<file path="src/rtl/note_sequencer.sv">
// Note-list playback sequencer: fetches (note, duration) pairs from an external
// note memory and drives note_out for the requested number of duration ticks.
module note_sequencer #(
  parameter int TICK_DIV  = 10_000_000,
  parameter int DEPTH     = 100,
  parameter int GAP_TICKS = 1
) (
  input  logic       clk,
  input  logic       rst,
  input  logic       en,
  input  logic       start,
  input  logic       stop,
  input  logic       pause,
  input  logic       loop_en,
  output logic       mem_rd,
  output logic [6:0] mem_addr,
  input  logic [4:0] mem_note,
  input  logic [3:0] mem_dur,
  output logic [4:0] note_out,
  output logic       busy,
  output logic       done,
  output logic [6:0] cur_idx
);

  // state | meaning
  // IDLE  | silent, waiting for start
  // FETCH | read strobe to note memory
  // WAIT  | memory data valid; decode end marker or load note
  // PLAY  | note (or rest) sounding, counting duration ticks
  // GAP   | silence between notes
  // END   | song finished; loop back or pulse done

  localparam int TW = (TICK_DIV > 1) ? $clog2(TICK_DIV) : 1;
  localparam int GW = (GAP_TICKS > 1) ? $clog2(GAP_TICKS) : 1;
  localparam logic [TW-1:0] TICK_LAST = TW'(TICK_DIV - 1);
  localparam logic [GW-1:0] GAP_LAST  = GW'((GAP_TICKS > 0) ? GAP_TICKS - 1 : 0);
  localparam logic [6:0]    ADDR_LAST = 7'(DEPTH - 1);

  typedef enum logic [2:0] {
    S_IDLE, S_FETCH, S_WAIT, S_PLAY, S_GAP, S_END
  } state_t;

  state_t        state;
  logic          mem_rd_q;
  logic [4:0]    note_q;
  logic [TW-1:0] tick_cnt;
  logic [3:0]    remaining;
  logic [GW-1:0] gap_cnt;

  // Read strobe is gated so a frozen FETCH never issues a stray read.
  assign mem_rd   = mem_rd_q & en;
  assign note_out = pause ? 5'd0 : note_q;
  assign busy     = (state != S_IDLE);

  always_ff @(posedge clk or negedge rst) begin
    if (!rst) begin
      state     <= S_IDLE;
      mem_rd_q  <= 1'b0;
      mem_addr  <= '0;
      note_q    <= '0;
      cur_idx   <= '0;
      done      <= 1'b0;
      tick_cnt  <= '0;
      remaining <= '0;
      gap_cnt   <= '0;
    end else if (en) begin
      mem_rd_q <= 1'b0;
      done     <= 1'b0;
      if (stop) begin
        state     <= S_IDLE;
        note_q    <= '0;
        mem_addr  <= '0;
        tick_cnt  <= '0;
        remaining <= '0;
        gap_cnt   <= '0;
      end else begin
        case (state)
          S_IDLE: begin
            note_q <= '0;
            if (start) begin
              mem_addr <= '0;
              mem_rd_q <= 1'b1;
              state    <= S_FETCH;
            end
          end
          S_FETCH: state <= S_WAIT;
          S_WAIT: begin
            if (mem_note == '0 && mem_dur == '0) begin
              state <= S_END;
            end else begin
              note_q    <= mem_note;
              cur_idx   <= mem_addr;
              remaining <= (mem_dur == '0) ? 4'd1 : mem_dur;
              tick_cnt  <= '0;
              state     <= S_PLAY;
            end
          end
          S_PLAY: begin
            if (!pause) begin
              if (tick_cnt == TICK_LAST) begin
                tick_cnt <= '0;
                if (remaining <= 4'd1) begin
                  remaining <= '0;
                  note_q    <= '0;
                  if (GAP_TICKS == 0) begin
                    if (mem_addr < ADDR_LAST) begin
                      mem_addr <= mem_addr + 7'd1;
                      mem_rd_q <= 1'b1;
                      state    <= S_FETCH;
                    end else begin
                      state <= S_END;
                    end
                  end else begin
                    gap_cnt <= '0;
                    state   <= S_GAP;
                  end
                end else begin
                  remaining <= remaining - 4'd1;
                end
              end else begin
                tick_cnt <= tick_cnt + TW'(1);
              end
            end
          end
          S_GAP: begin
            if (!pause) begin
              if (tick_cnt == TICK_LAST) begin
                tick_cnt <= '0;
                if (gap_cnt == GAP_LAST) begin
                  if (mem_addr < ADDR_LAST) begin
                    mem_addr <= mem_addr + 7'd1;
                    mem_rd_q <= 1'b1;
                    state    <= S_FETCH;
                  end else begin
                    state <= S_END;
                  end
                end else begin
                  gap_cnt <= gap_cnt + GW'(1);
                end
              end else begin
                tick_cnt <= tick_cnt + TW'(1);
              end
            end
          end
          S_END: begin
            if (loop_en) begin
              mem_addr <= '0;
              mem_rd_q <= 1'b1;
              state    <= S_FETCH;
            end else begin
              done  <= 1'b1;
              state <= S_IDLE;
            end
          end
          default: state <= S_IDLE;
        endcase
      end
    end
  end

endmodule

</file>
<file path="config.mk">
export PLATFORM = sky130hd
export DESIGN_NAME = note_sequencer
export DESIGN_NICKNAME = d
export VERILOG_FILES = /design/src/rtl/note_sequencer.sv
export SDC_FILE = /design/constraint.sdc
export NUM_CORES = 1
export LEC_CHECK = 0
export CAP_MARGIN = 10
export CELL_PAD_IN_SITES_DETAIL_PLACEMENT = 1
export CELL_PAD_IN_SITES_GLOBAL_PLACEMENT = 2
export CORE_MARGIN = 8
export CORE_UTILIZATION = 35
export DETAILED_ROUTE_END_ITERATION = 8
export MAX_ROUTING_LAYER = met4
export PLACE_DENSITY_LB_ADDON = 0.1
export SYNTH_ARGS = -nofsm -noshare
export SYNTH_HDL_FRONTEND = slang
export SYNTH_SLANG_ARGS = --single-unit
</file>
<file path="constraint.sdc">
create_clock -name clk -period 2.81 [get_ports clk]
set_clock_uncertainty 0.2 [all_clocks]
set_input_delay 0.562 -clock clk [delete_from_list [all_inputs] [get_ports clk]]
set_output_delay 0.562 -clock clk [all_outputs]
set_load 0.05 [all_outputs]
</file>
==> flow_summary.json, run 1 <==
{
  "antenna_found_initial": 0,
  "ys_seq_elements": 52,
  "drive_gt1_frac": 0.178,
  "portBuffers": 37,
  "synth_xor_area_frac": 0.00538,
  "finalCriticalPeriod_ns": 2.60,
  "reg2reg_to": "tick_cnt[14]",
  "fin_nets": 423,
  "wl_per_cell_um": 18.9,
  "die_w_um": 112,
  "synth_nets": 367,
  "critPathLaunchType": "input pin",
  "finalNonFillerCells": 515,
  "hold_ws_ns": 0.0301,
  "setup_violations": 0,
  "slew_viol_final": 0,
  "power.static_leakage_uw": 0.00175,
  "muxShareOfSynthArea": 0.0608,
  "cts_tree": "done",
  "vias_per_cell": 5.76,
  "synth_top_area_frac": 0.400,
  "grt_pass1_vias": 3043,
  "dp.cells": 507,
  "nFillCells": 1050,
  "synth_compound_area_frac": 0.182,
  "drc": 0,
  "yosysTopAreaCell": "dfrtp_1",
  "syn-cell-area_um2": 3250,
  "fmax_mhz": 385,
  "syn2layout_area_growth_pct": 25.1,
  "post-route-period-util": 0.924,
  "cp.required_ns": 2.82,
  "worstSkewPairLatency_ns": 0.31,
  "cts.path.max_buffers": 2,
  "firstDrtPassIters": 4,
  "r2r_cells": 6,
  "synth_edf_count": 0,
  "reg2reg_slack_ns": 0.24,
  "grt_max_degree": 32,
  "endpoint_kind": "register",
  "power_density_nw_per_um2": 539,
  "grt-ovfl-total": 0,
  "syn_inst": 347,
  "initial_utilization": 0.357,
  "std_cell_rows": 35,
  "critPathMostFrequentCell": "buf_4",
  "dp_slack_ns": -0.275,
  "worstMarginPinSlew_ns": 0.709,
  "ys_seq_area_frac": 0.400,
  "worstSetupPathType": "input pin to register",
  "dp_hpwl_um": 7200,
  "die_h_um": 112,
  "critPathMaxStageDelay_ns": 0.63,
  "ir_drop_uv": 185,
  "root_buffer": "clkbuf_8",
  "grt_util_all_layers": 0.160,
  "cts_max_level": 2,
  "yosys-top-cells-area": "dfrtp_1 40%, a22o_1 4.6%, mux2_2 4.5%",
  "cp_data_arrival_time_ns": 2.61,
  "status": "finished clean",
  "intPower_uw": 1370,
  "async_flop_share": 1.00,
  "crit_path_cell_trace": "clkdlybuf4s50_1 -> buf_4 -> or3_1 -> buf_4 -> and3_1 -> o21ai_0 -> a22o_1",
  "synth_top_family_by_area": "simple AND/OR/NAND/NOR gates",
  "slew_headroom": 0.527,
  "rsz0062_at_grt": "false",
  "p_sw_uw": 824,
  "hold_path.class": "input pin to async pin",
  "yosys_warnings": 0,
  "fp.dieArea_um2": 12600,
  "yosys.area_share.simple": 0.302,
  "clk_pin_slew_ns": 0.11,
  "grt_pass1_wl_um": 16100,
  "path_max_fanout": 14,
  "setup_slack_ns": 0.215,
  "synth.distinct_cells": 65,
  "synthAdderAreaFrac": 0.0154,
  "swShare": 0.376,
  "power_frac_seq": 0.411,
  "synth_most_common_cell": "dfrtp_1",
  "power.clock.fraction": 0.218,
  "routabilityCongestion": 0.796,
  "synth_flop_cell": "dfrtp_1",
  "cts_buffers": 5,
  "drtIter0Drc": 92,
  "drtAntennaViolNets": 0,
  "avgSynthCellArea_um2": 9.37,
  "finalHoldViolCount": 0,
  "diodes": 0,
  "maxCapViolCount": 0,
  "critPathSlowestCell": "clkdlybuf4s50_1",
  "ios": 38,
  "final.setup.tns_ns": 0,
  "wl_um": 9740,
  "dr_total_vias": 2966,
  "cts.sinks": 52,
  "comb_power_share": 0.371,
  "r2r-start": "tick_cnt[0]",
  "synth_common_cells": "52 x dfrtp_1, 25 x nor2_1, 22 x o21ai_0",
  "coreArea_um2": 9110
}
through the flow:
step	utilization	power, uW	cell area [um2]
global route	0.447	2340	4070
detailed placement	0.436	1740	3970
finish	0.447	2190	4070
floorplan	-	1420	3250
global placement	0.436	1720	3970
CTS	0.446	2220	4060
power groups by stage:
stage                     sequential (uW)  clock (uW)  combinational (uW)
after global placement                916           0                 805
after global routing                  919         526                 892
after floorplan                       899           0                 517
final                                 902         478                 814
after CTS                             903         493                 823
after detailed placement              917           0                 819
state kept, by name, indices dropped and copies added, names as in the netlist:
signal,cells
cur_idx,7
done,1
mem_addr,7
mem_rd_q,1
note_q,5
remaining,4
state,3
tick_cnt,24
worst max-delay path, delay by kind of cell:
| kind | cells | cell delay (ns) |
|---|---|---|
| buffers and inverters | 3 | 0.98 |
| AOI/OAI and AO/OA | 2 | 0.45 |
| and+or+nand+nor | 2 | 0.60 |
cell type report:
cell class                 instances  area [um2]  share of cell area
timing repair buffer              65         651               0.160
clock buffer                       6        82.6              0.0203
sequential                        52        1300               0.320
clock inverter                     2        13.8             0.00338
multi-input combinational        269        1840               0.453
inverter                          10        37.5             0.00923
tap                              111         139              0.0341
per-layer routing:
metal / routed length (um) / vias up / GRT usage / share of wire
li1: - / 1435 / - / -
met1: 4810 / 1498 / 0.211 / 0.49
met2: 4630 / 29 / 0.252 / 0.48
met3: 236 / 4 / 0.0263 / 0.024
met4: 60 / 0 / 0.0342 / 0.0062
met5: 0 / - / - / 0
how the worst max path moves through the flow:
| stage | startpoint | end | slack (ns) | cells past startpoint |
|---|---|---|---|---|
| 6_report | stop | tick_cnt[6] | 0.21 | 7 |
| 5_1_grt | tick_cnt[1] | tick_cnt[14] | 0.05 | 6 |
| 4_1_cts | state[2] | busy | 0.03 | 2 |
| 3_5_place_dp | stop | tick_cnt[0] | -0.27 | 6 |
| 3_3_place_gp | stop | tick_cnt[0] | -0.19 | 6 |
| 2_1_floorplan | stop | cur_idx[5] | 0.33 | 6 |
logic make-up after synthesis:
group / after synthesis
buf+inv: 26
mux: 18
flops: 52
simple gates: 159
xor+xnor: 2
compound gates: 86
fa+ha+maj: 4
what timing repair did:
| item | CTS | global route |
|---|---|---|
| endpoints found under the setup margin | 0 | 13 |
| hold buffers | 0 | 0 |
| buffers inserted | 0 | 0 |
| resized for setup | 0 | 2 |
layout by cell type (no fill, tap or decap), drive strengths merged, types with 2 or more instances in the layout:
| cell type | instances |
|---|---|
| and2 | 2 |
| buf | 35 |
| nand3b | 3 |
| or4b | 2 |
| o311ai | 2 |
| o31ai | 6 |
| mux2i | 4 |
| and4bb | 2 |
| a22o | 17 |
| mux2 | 14 |
| nand4 | 10 |
| nand2b | 2 |
| o21ai | 24 |
| and4 | 4 |
| nand3 | 12 |
| dfrtp | 52 |
| or3 | 7 |
| clkdlybuf4s50 | 29 |
| xnor2 | 2 |
| a21o | 6 |
| or2 | 3 |
| nor2b | 14 |
| o31a | 2 |
| nor4b | 11 |
| or4 | 6 |
| clkbuf | 6 |
| nor2 | 25 |
| nand2 | 20 |
| nor4 | 11 |
| a21oi | 15 |
| nor3 | 11 |
| and3 | 11 |
| ha | 4 |
| inv | 11 |
No activity file was read; power rests on OpenSTA's default activity.
==> run 2: changes to the inputs <==
==> constraint.sdc (replaced) <==
create_clock -name clk -period 2.5 [get_ports clk]
set_clock_uncertainty 0.2 [all_clocks]
set_input_delay 0.5 -clock clk [delete_from_list [all_inputs] [get_ports clk]]
set_output_delay 0.5 -clock clk [all_outputs]
set_load 0.05 [all_outputs]
==> flow_summary.json, run 2 (same netlist as run 1, synthesis figures left out) <==
{
  "status": "finished clean",
  "fin_nets": 459,
  "setup_slack_ns": 0.0809,
  "cp_top_family": "buffers and inverters",
  "routabilityCongestion": 0.842,
  "rsz0062_at_grt": "false",
  "ir_drop_uv": 257,
  "cts_tree": "done",
  "comb_power_share": 0.386,
  "vias_per_cell": 5.65,
  "root_buffer": "clkbuf_8",
  "final.setup.tns_ns": 0,
  "grt-ovfl-total": 0,
  "critPathLaunchType": "register",
  "slew_headroom": 0.613,
  "firstDrtPassIters": 4,
  "power.clock.fraction": 0.254,
  "diodes": 0,
  "nFillCells": 1044,
  "finalHoldViolCount": 0,
  "power.static_leakage_uw": 0.00196,
  "critPathSlowestCell": "clkdlybuf4s50_1",
  "largest_reg_flops": 24,
  "crit_path_cell_trace": "clkdlybuf4s50_1",
  "coreArea_um2": 9110,
  "power_density_nw_per_um2": 618,
  "dr_total_vias": 3108,
  "drive_gt1_frac": 0.253,
  "path_buf_inv": 1,
  "cts.path.max_buffers": 2,
  "cts_max_level": 2,
  "wl_per_cell_um": 18.6,
  "top_regs": "tick_cnt (24), cur_idx (7), mem_addr (7)",
  "power_frac_seq": 0.360,
  "cts_buffers": 5,
  "worstSetupPathType": "register to output port",
  "antenna_found_initial": 0,
  "swShare": 0.346,
  "worstMarginPinSlew_ns": 0.580,
  "finish.utilization": 0.483,
  "intPower_uw": 1780,
  "critPathMaxStageDelay_ns": 0.87,
  "die_h_um": 112,
  "ios": 38,
  "drtIter0Drc": 135,
  "grt_util_all_layers": 0.172,
  "grt_max_degree": 53,
  "cp_data_arrival_time_ns": 1.72,
  "maxCapViolCount": 0,
  "hold_ws_ns": 0.311,
  "grt_pass1_vias": 3352,
  "slew_viol_final": 0,
  "fmax_mhz": 413,
  "initial_utilization": 0.357,
  "post-route-period-util": 0.968,
  "die_w_um": 112,
  "drtAntennaViolNets": 0,
  "worstSkewPairLatency_ns": 0.31,
  "fp.dieArea_um2": 12600,
  "regMostFlops": "tick_cnt",
  "wl_um": 10200,
  "syn2layout_area_growth_pct": 35.2,
  "grt_pass1_wl_um": 17500,
  "drc": 0,
  "cts.sinks": 52,
  "clk_pin_slew_ns": 0.10,
  "dp_slack_ns": -0.528,
  "endpoint_kind": "output port",
  "finalCriticalPeriod_ns": 2.42,
  "setup_violations": 0,
  "dp_hpwl_um": 7500,
  "p_sw_uw": 942,
  "final_cell_mix": "62 x buf_4, 52 x dfrtp_1, 27 x clkdlybuf4s50_1",
  "std_cell_rows": 35,
  "layout_commonest_cell": "buf_4",
  "hold_path.class": "register to register",
  "portBuffers": 37,
  "path_max_fanout": 9,
  "cp.required_ns": 1.80
}
run 2: per-layer routing:
layer  share of wire  routed length [um]  track usage  vias up
met5               0                   0            -        -
li1                -                   -            -     1505
met2            0.48                4890        0.277       33
met1            0.49                5000        0.226     1562
met3           0.023                 236       0.0252        8
met4           0.010                 104       0.0369        0
run 2: layout make-up:
class	count	area [um2]	share of cell area
multi-input cells	269	1870	0.425
flip-flops and latches	52	1300	0.296
repair buffers	101	923	0.210
well taps	111	139	0.0316
clock buffers	5	68.8	0.0156
clock inverters	2	60.1	0.0137
inverters	10	37.5	0.00853
run 2: path summary, 6_finish.rpt:
kind | start | endpoint | slack [ns] | cells after the start
worst max-delay path | mem_addr[3] | mem_addr[3] | 0.08 | 1
worst min-delay path | note_q[3] | note_q[3] | 0.31 | 1
worst max register to register | tick_cnt[1] | state[1] | 0.13 | 8
worst min register to register | note_q[3] | note_q[3] | 0.31 | 1
max in group asynchronous | rst | state[1] | 1.33 | 3
min in group asynchronous | rst | tick_cnt[17] | 0.52 | 3
run 2: power groups by stage:
| stage | Clock, uW | Sequential [uW] | Combinational [uW] |
|---|---|---|---|
| after floorplan | 0 | 1010 | 581 |
| after global placement | 0 | 994 | 1010 |
| after detailed placement | 0 | 997 | 1030 |
| after CTS | 713 | 981 | 1040 |
| after global routing | 737 | 993 | 1150 |
| final | 692 | 979 | 1050 |
run 2: through the flow:
| stage | cell area, um2 | power, uW | std cells |
|---|---|---|---|
| after floorplan | 3250 | 1590 | 347 |
| after global placement | 4220 | 2000 | 541 |
| after detailed placement | 4220 | 2030 | 541 |
| after CTS | 4360 | 2730 | 549 |
| after global routing | 4400 | 2880 | 550 |
| final | 4400 | 2720 | 550 |
run 2: repair_timing:
item                                   CTS  global route
endpoints found under the hold margin   52             0
setup buffers                            0             1
setup endpoints to repair               27            30
gates resized for setup                  3             8
pin swaps                                0             1
hold buffers                             1             0
==> run 3: changes to the inputs <==
--- a/config.mk
+++ b/config.mk
@@ -9,8 +9,9 @@
 export CELL_PAD_IN_SITES_DETAIL_PLACEMENT = 1
 export CELL_PAD_IN_SITES_GLOBAL_PLACEMENT = 2
 export CORE_MARGIN = 8
-export CORE_UTILIZATION = 35
+export CORE_UTILIZATION = 40
 export DETAILED_ROUTE_END_ITERATION = 8
+export DONT_BUFFER_PORTS = 1
 export MAX_ROUTING_LAYER = met4
 export PLACE_DENSITY_LB_ADDON = 0.1
 export SYNTH_ARGS = -nofsm -noshare
==> flow_summary.json, run 3 (same netlist as run 1, synthesis figures left out) <==
{
  "post-route-period-util": 0.948,
  "die_w_um": 106,
  "grt_pass1_vias": 2987,
  "dr_wl_met3_um": 248,
  "design_area_um2": 3810,
  "antenna_found_initial": 0,
  "cp_top_family": "simple AND/OR/NAND/NOR gates",
  "worstMarginPinSlew_ns": 0.513,
  "grt_util_all_layers": 0.177,
  "top_layer": "met4",
  "cp.required_ns": 2.51,
  "finalHoldViolCount": 0,
  "fmax_mhz": 422,
  "routabilityCongestion": 0.826,
  "diodes": 0,
  "cts.sinks": 52,
  "syn2layout_area_growth_pct": 17.2,
  "drtAntennaViolNets": 0,
  "dp.cells": 469,
  "worstSetupPathType": "register to register",
  "maxCapViolCount": 0,
  "grt_max_degree": 53,
  "slew_headroom": 0.653,
  "crit_path_cell_trace": "ha_1 -> and4_4 -> nand4_4 -> or2_1 -> a211o_1 -> mux2_1",
  "path_buf_inv": 0,
  "ir_drop_uv": 323,
  "critPathSlowestCell": "dfrtp_1",
  "finish.utilization": 0.473,
  "power.static_leakage_uw": 0.00166,
  "fin_nets": 393,
  "cts_max_level": 2,
  "dp_hpwl_um": 6680,
  "coreArea_um2": 8050,
  "cts_tree": "done",
  "drtIter0Drc": 148,
  "grt_pass1_wl_um": 16200,
  "drc": 0,
  "finalNonFillerCells": 479,
  "worstSkewPairLatency_ns": 0.31,
  "wl_um": 9390,
  "cts.path.max_buffers": 2,
  "multi_input_area_um2": 1880,
  "slew_viol_final": 0,
  "clk_pin_slew_ns": 0.11,
  "final_cell_mix": "51 x dfrtp_1, 32 x buf_4, 25 x nor2_1",
  "portBuffers": 0,
  "dr_total_vias": 2871,
  "power_density_nw_per_um2": 688,
  "wl_per_cell_um": 19.6,
  "root_buffer": "clkbuf_8",
  "die_h_um": 106,
  "grt-ovfl-total": 0,
  "critPathLaunchType": "register",
  "placed_cell_area_um2": 3570,
  "wl_met2_um": 4510,
  "ios": 38,
  "path_max_fanout": 6,
  "critPathMaxStageDelay_ns": 0.41,
  "regMostFlops": "tick_cnt",
  "drive_gt1_frac": 0.206,
  "std_cell_rows": 33,
  "top_regs": "tick_cnt (24), cur_idx (7), mem_addr (7)",
  "vias_per_cell": 5.99,
  "nFillCells": 935,
  "cp_data_arrival_time_ns": 2.38,
  "fp.dieArea_um2": 11300,
  "initial_utilization": 0.404,
  "firstDrtPassIters": 4,
  "largest_reg_flops": 24,
  "finalCriticalPeriod_ns": 2.37,
  "hold_path.class": "input pin to register",
  "cts_buffers": 5,
  "regArea_um2": 1300,
  "endpoint_kind": "register",
  "setup_violations": 0,
  "layout_commonest_cell": "dfrtp_1",
  "wl_met1_um": 4550,
  "status": "finished clean"
}
==> run 3: cell types whose count changed in the layout (fill, tap and decap cells not counted), sizes merged <==
cell,change
clkdlybuf4s50,-27
bufinv,+1
dlygate4sd2,-1
dlymetal6s2s,-1
buf,-37
==> run 3: repair_timing <==
| item | in CTS | in global routing |
|---|---|---|
| setup buffers | 0 | 0 |
| resized for setup | 1 | 9 |
| endpoints found under the setup margin | 1 | 17 |
| hold endpoints to repair | 52 | 0 |
| hold buffers | 2 | 0 |
==> run 3: worst paths after layout <==
path	endpoint	depth (start not counted)	slack, ns	startpoint
worst min-delay path	note_q[0]	1	0.12	mem_note[0]
max in group asynchronous	state[2]	2	1.32	rst
worst min register to register	note_q[0]	1	0.30	note_q[0]
worst max register to register	mem_addr[0]	6	0.13	tick_cnt[0]
worst max-delay path	mem_addr[0]	6	0.13	tick_cnt[0]
min in group asynchronous	tick_cnt[14]	2	0.54	rst
==> run 3: worst register-to-register path: cells and delay by family, from the launching register on <==
family	cells	cell delay (ns)
AND/OR/NAND/NOR	3	0.74
flip-flops	1	0.41
AO/OA/AOI/OAI	1	0.35
multiplexers	1	0.33
adder cells (fa/ha/maj)	1	0.24
==> run 3: cell type report <==
cell class / instances / share of cell area
flip-flops and latches: 52 / 0.342
well taps: 105 / 0.0345
repair buffers: 35 / 0.0781
multi-input cells: 269 / 0.494
clock buffers: 5 / 0.0181
inverters: 10 / 0.00985
clock inverters: 3 / 0.0236
==> run 3: per-layer routing <==
metal | GRT usage | vias up
li1 | - | 1373
met4 | 0.0442 | 0
met3 | 0.0296 | 5
met2 | 0.272 | 24
met5 | - | -
met1 | 0.238 | 1469
==> run 3: report_power, final <==
part	leakage, uW	internal, uW	switching (uW)
Clock	0.0000784	501	305
Combinational	0.000864	314	469
Sequential	0.000716	916	118
Total	0.00166	1730	892
==> run 3: stage by stage <==
stage	TNS (ns)	power, uW	setup slack [ns]	hold WS [ns]
global placement	0	1790	0.109	0.00687
global route	-0.0311	2770	-0.0154	0.113
detailed placement	0	1800	0.0250	0.00714
CTS	0	2650	0.0160	0.111
finish	0	2620	0.131	0.118
floorplan	0	1590	0.0866	0.00441
